**config.mk**
```make
export PLATFORM = sky130hd
export DESIGN_NAME = nn_inference_sequencer
export DESIGN_NICKNAME = d
export VERILOG_FILES = /design/src/rtl/nn_inference_sequencer.sv
export SDC_FILE = /design/constraint.sdc
export NUM_CORES = 1
export LEC_CHECK = 0
export CORE_MARGIN = 8
export CORE_UTILIZATION = 51
export DETAILED_ROUTE_END_ITERATION = 6
export PLACE_DENSITY = 0.88
export SYNTH_ARGS = -nofsm -noshare
export SYNTH_HDL_FRONTEND = slang
export SYNTH_SLANG_ARGS = --single-unit
```
**constraint.sdc**
```tcl
create_clock -name clk -period 2.6 [get_ports clk]
set_clock_uncertainty 0.1 [all_clocks]
set_input_delay 0.39 -clock clk [delete_from_list [all_inputs] [get_ports clk]]
set_output_delay 0.39 -clock clk [all_outputs]
set_load 0.01 [all_outputs]
```
**src/rtl/nn_inference_sequencer.sv**
```systemverilog
// Inference-pass sequencer: clears every stage, walks the layer stages in order, runs argmax,
// and latches the winning digit. A per-stage watchdog aborts a hung pass with a sticky error.
module nn_inference_sequencer #(
    parameter int LAYER_NB = 3,
    parameter int WIDTH    = 4,
    parameter int TIMEOUT  = 1000,
    parameter int TO_W     = 10
) (
    input  logic                clk,
    input  logic                reset,
    input  logic                start,
    input  logic [LAYER_NB-1:0] layer_done,
    input  logic                max_done,
    input  logic [WIDTH-1:0]    max_digit,
    output logic                stage_clear,
    output logic [LAYER_NB-1:0] layer_enable,
    output logic                max_enable,
    output logic                busy,
    output logic [WIDTH-1:0]    digit,
    output logic                result_valid,
    output logic                error,
    output logic [2:0]          state_dbg
);

    localparam int K_W = (LAYER_NB > 1) ? $clog2(LAYER_NB) : 1;
    localparam logic [K_W-1:0]      K_LAST   = K_W'(LAYER_NB - 1);
    localparam logic [TO_W-1:0]     CNT_LAST = TO_W'(TIMEOUT - 1);
    localparam logic [LAYER_NB-1:0] ONE_HOT0 = LAYER_NB'(1);

    typedef enum logic [2:0] {
        IDLE  = 3'd0,
        CLEAR = 3'd1,
        RUN   = 3'd2,
        MAX   = 3'd3,
        DONE  = 3'd4,
        FAULT = 3'd5
    } state_t;

    state_t              state_q, state_d;
    logic [K_W-1:0]      k_q, k_d;
    logic [TO_W-1:0]     cnt_q, cnt_d;
    logic [WIDTH-1:0]    digit_q, digit_d;
    logic                error_q, error_d;
    logic                stage_clear_q, stage_clear_d;
    logic [LAYER_NB-1:0] layer_enable_q, layer_enable_d;
    logic                max_enable_q, max_enable_d;
    logic                busy_q, busy_d;
    logic                result_valid_q, result_valid_d;

    // Stage handshake: an enable is held until the stage's done flag is sampled high at a
    // rising edge; that edge moves the enable to the next stage with no gap and no overlap.
    // Done flags are level signals that stay high until the stage is cleared, so only the
    // flag of the currently enabled stage is ever looked at.
    always_comb begin
        state_d = state_q;
        k_d     = k_q;
        cnt_d   = cnt_q;
        digit_d = digit_q;
        error_d = error_q;
        case (state_q)
            IDLE: begin
                if (start) begin
                    error_d = 1'b0;
                    state_d = CLEAR;
                end
            end
            CLEAR: begin
                k_d     = '0;
                cnt_d   = '0;
                state_d = RUN;
            end
            RUN: begin
                if (layer_done[k_q]) begin
                    cnt_d = '0;
                    if (k_q == K_LAST) begin
                        state_d = MAX;
                    end else begin
                        k_d = k_q + 1'b1;
                    end
                end else if (cnt_q == CNT_LAST) begin
                    state_d = FAULT;
                end else begin
                    cnt_d = cnt_q + 1'b1;
                end
            end
            MAX: begin
                if (max_done) begin
                    digit_d = max_digit;
                    state_d = DONE;
                end else if (cnt_q == CNT_LAST) begin
                    state_d = FAULT;
                end else begin
                    cnt_d = cnt_q + 1'b1;
                end
            end
            DONE: begin
                state_d = IDLE;
            end
            FAULT: begin
                error_d = 1'b1;
                state_d = IDLE;
            end
            default: begin
                state_d = IDLE;
            end
        endcase
    end

    // Outputs are decoded from the next state so the registered copies line up with the state.
    always_comb begin
        stage_clear_d  = (state_d == CLEAR);
        layer_enable_d = '0;
        if (state_d == RUN) begin
            layer_enable_d = ONE_HOT0 << k_d;
        end
        max_enable_d   = (state_d == MAX);
        busy_d         = (state_d == CLEAR) || (state_d == RUN) ||
                         (state_d == MAX)   || (state_d == DONE);
        result_valid_d = (state_d == DONE);
    end

    always_ff @(posedge clk or posedge reset) begin
        if (reset) begin
            state_q        <= IDLE;
            k_q            <= '0;
            cnt_q          <= '0;
            digit_q        <= '0;
            error_q        <= 1'b0;
            stage_clear_q  <= 1'b0;
            layer_enable_q <= '0;
            max_enable_q   <= 1'b0;
            busy_q         <= 1'b0;
            result_valid_q <= 1'b0;
        end else begin
            state_q        <= state_d;
            k_q            <= k_d;
            cnt_q          <= cnt_d;
            digit_q        <= digit_d;
            error_q        <= error_d;
            stage_clear_q  <= stage_clear_d;
            layer_enable_q <= layer_enable_d;
            max_enable_q   <= max_enable_d;
            busy_q         <= busy_d;
            result_valid_q <= result_valid_d;
        end
    end

    assign stage_clear  = stage_clear_q;
    assign layer_enable = layer_enable_q;
    assign max_enable   = max_enable_q;
    assign busy         = busy_q;
    assign digit        = digit_q;
    assign result_valid = result_valid_q;
    assign error        = error_q;
    assign state_dbg    = state_q;

endmodule

```
==> impl_summary.txt <==
----------------------------------------------------
[Clock network]
  Number of clock sinks seen by CTS ... 27
  H-tree Lvls ... 1
  Number of CTS-inserted buffers ... 3
  Number of buffers inserted by hold repair at cts ... 0
  Setup bufs post-CTS ... 0
  Cts repair resizes ... 0
  Clk Latency, worst-skew pair ... about 0.32 ns
  Buffer type at the clock tree root ... clkbuf_4
  Maximum buffer depth of the clock tree ... 2
  Clock slew at the register clock pins of the worst setup and hold paths ... 0.15 ns
  CTS tree ... built

[Power and ir drop]
  Leakage power of the design ... approximately 0.82 nW
  Cell Pwr Density ... slightly below 1000 nW/um^2
  Worst IR drop on VDD ... roughly 660 uV
  Power consumption ... 1.74 mW

[GRT]
  Global-route wire length before repair ... between 5000 and 6000 um
  Pin count of the biggest net entering global routing ... 28
  Initial antenna violation count ... 0
  Number of global-route vias before repair ... between 1000 and 1500
  Total congestion overflow after global routing ... 0
  Overall fraction of global-route tracks in use ... between 10% and 20%

[Placed design]
  Cell area reported after detailed placement ... roughly 1700 sq um
  Post-Place Worst Slack ... 0.159 ns
  Port Buffer Count ... 25
  GP Congestion ... 0.964
  HPWL Detailed ... ~2500 um

[Yosys]
  Total number of yosys warnings ... 0
  Mean cell area of the mapped netlist ... 9.48 sq um
  Main synth FF type ... dfrtp_1
  Unique cell type count in the Yosys netlist ... 43
  Nets in the synthesized netlist ... 166
  Most frequently used cell type in the post-synthesis netlist ... dfrtp_1
  FFs w/ async S/R, synth ... between 90% and 100%
  Synth cell count leaders ... dfrtp_1, nand2_1, nor2_1
  Post-Synthesis Cells ... about 150
  Seq/Total Area, Yosys ... 46.9%
  Yosys top cell area share ... roughly 47%
  Area of the mapped netlist ... between 1000 and 1500 sq um
  Synthesis-stage register bit count ... 27
  Number of enable-type register cells in the synthesized netlist ... 0
  Synth area leaders ... dfrtp_1, nand2_1, nor2_1, ha_1, inv_1
  Area leader, netlist ... dfrtp_1

[Finish]
  Proportion of layout cells with a drive suffix above 1 ... approximately 8.3%
  Post-route cell area ... roughly 1800 sq um
  Post-layout net count ... between 150 and 200
  Signed area change from the synthesized netlist to the final layout ... 22.5%
  Count of inserted antenna diode cells ... 0

[STA]
  Post-route setup slack ... 0.394 ns
  Slew Limit Headroom ... between 60% and 70%
  Achievable clock frequency ... 453 MHz
  Setup repair after global routing missed its margin ... no
  Post-route clock period utilization ... between 80% and 90%
  Final Critical Period ... approximately 2.2 ns
  Pins over their slew limit ... 0
  Worst-Margin Slew ... about 0.47 ns
  Final hold viol count ... 0
  Final-layout setup total negative slack ... 0 ns
  Final setup violation count ... 0
  Final Hold Slack ... roughly 0.29 ns

[Setup path]
  Startpoint-to-endpoint class of the critical path ... flop to flop
  Reg2reg path depth ... 6
  Crit path DAT ... between 2 and 2.5 ns
  CP Capture Type ... flop
  Worst path required time ... ~2.7 ns
  Crit path max-delay cell type ... or4_4
  Buf+Inv Stages, Crit Path ... 0
  Startpoint type of the worst setup path ... flop
  Worst-path cell chain ... ha_1 -> nand2_2 -> or4_4 -> o31ai_2 -> a22oi_1 -> or3_1
  Cell depth of the worst setup path ... 6
  Setup slack on the worst flop-to-flop path ... approximately 0.4 ns
  Gate family responsible for the most delay along the worst path ... simple AND/OR/NAND/NOR gates
  Highest cell delay on the worst timing path ... 0.57 ns
  Highest net fanout along the worst path ... 6

[Routing]
  Via-per-instance ratio ... about 5.8
  Total Wirelength ... roughly 3300 um
  Number of DRC violations after detailed routing ... 0
  Vias ... about 1200
  Starting DRT DRC Count ... 60
  Average wire per cell in the routed design ... about 16 um
  Number of routed nets with antenna violations ... 0
  Length of the first detailed-routing pass in iterations ... 4

[Floorplan]
  Die area ... between 4000 and 5000 sq um
  Area of the core region ... ~2700 sq um
  Top-level port count ... 26
  Die extent in x ... ~70 um
  Height of the die ... approximately 69 um
  Row cnt ... 19
  Starting Density ... 53.2%

[Job]
  Max-cap check violation count ... 0

[Min path]
  Class of the tightest hold or removal check ... input pin to async pin

[Run status]
  Outcome ... finished, final reports clean

----------------------------------------------------
==> area by class of cell <==
cell class                      count  area, sq um
Fill cell                         213          945
Clock buffer                        3         22.5
Clock inverter                      1         7.51
Tap cell                           31         38.8
Inverter                           10         37.5
Sequential cell                    27          676
Timing Repair Buffer               28          273
Multi-Input combinational cell    111          711
==> routing by layer <==
layer	share of wire [%]	up-vias	track usage [%]	wire (um)
met2	52	34	25.2	1700
li1	-	594	-	-
met1	44	589	16.0	1430
met5	0	-	0	0
met4	0.82	0	3.64	27
met3	3.9	4	3.00	127
==> registers in the layout (all words and copies together) (netlist names) <==
register      count
busy              1
layer_enable      3
stage_clear       1
error             1
state_dbg         3
max_enable        1
digit             4
result_valid      1
cnt_q            10
k_q               2
==> worst min-delay path, delay by kind of cell <==
family	cells	cell delay [ns]
buf+inv	3	0.75
==> cells in the final DEF (no fill, tap or decap), types with 4 or more instances in the layout <==
master / count
clkdlybuf4s50_1: 25
inv_1: 10
xor2_1: 4
nand3_1: 6
nor2_1: 13
nor3_1: 5
and3_1: 4
o21ai_0: 7
a21oi_1: 6
nand2_1: 21
dfrtp_1: 27
==> kinds of logic (layout without fill, tap and decap cells) <==
group / Yosys count / count (layout) / share of synthesized area (%)
simple gates: 72 / 72 / 27.6
compound gates: 27 / 27 / 13.0
flops: 27 / 27 / 46.9
buf+inv: 14 / 42 / 3.82
xor+xnor: 6 / 6 / 3.65
fa+ha+maj: 3 / 3 / 2.60
mux: 3 / 3 / 2.43
==> final timing paths <==
| kind | startpoint | endpoint |
|---|---|---|
| worst max-delay path | cnt_q[0] | busy |
| worst min-delay path | reset | digit[3] |
| worst max register to register | cnt_q[0] | busy |
| worst min register to register | digit[1] | digit[1] |
| max in group asynchronous | reset | layer_enable[1] |
| min in group clk | digit[1] | digit[1] |
==> where the power goes <==
part | total, mW | switching [mW] | leakage, nW | internal (mW)
clock network | 0.183 | 0.124 | 0.0139 | 0.0587
registers | 0.676 | 0.140 | 0.354 | 0.536
logic | 0.885 | 0.466 | 0.451 | 0.420
total | 1.74 | 0.730 | 0.819 | 1.01
==> metrics by stage <==
stage / instances / utilization, %
finish: 211 / 65.1
global route: 211 / 65.1
CTS: 211 / 65.1
detailed placement: 207 / 64.0
global placement: 207 / 64.0
floorplan: 152 / -
Note: power is estimated with default switching activity, not from simulation.
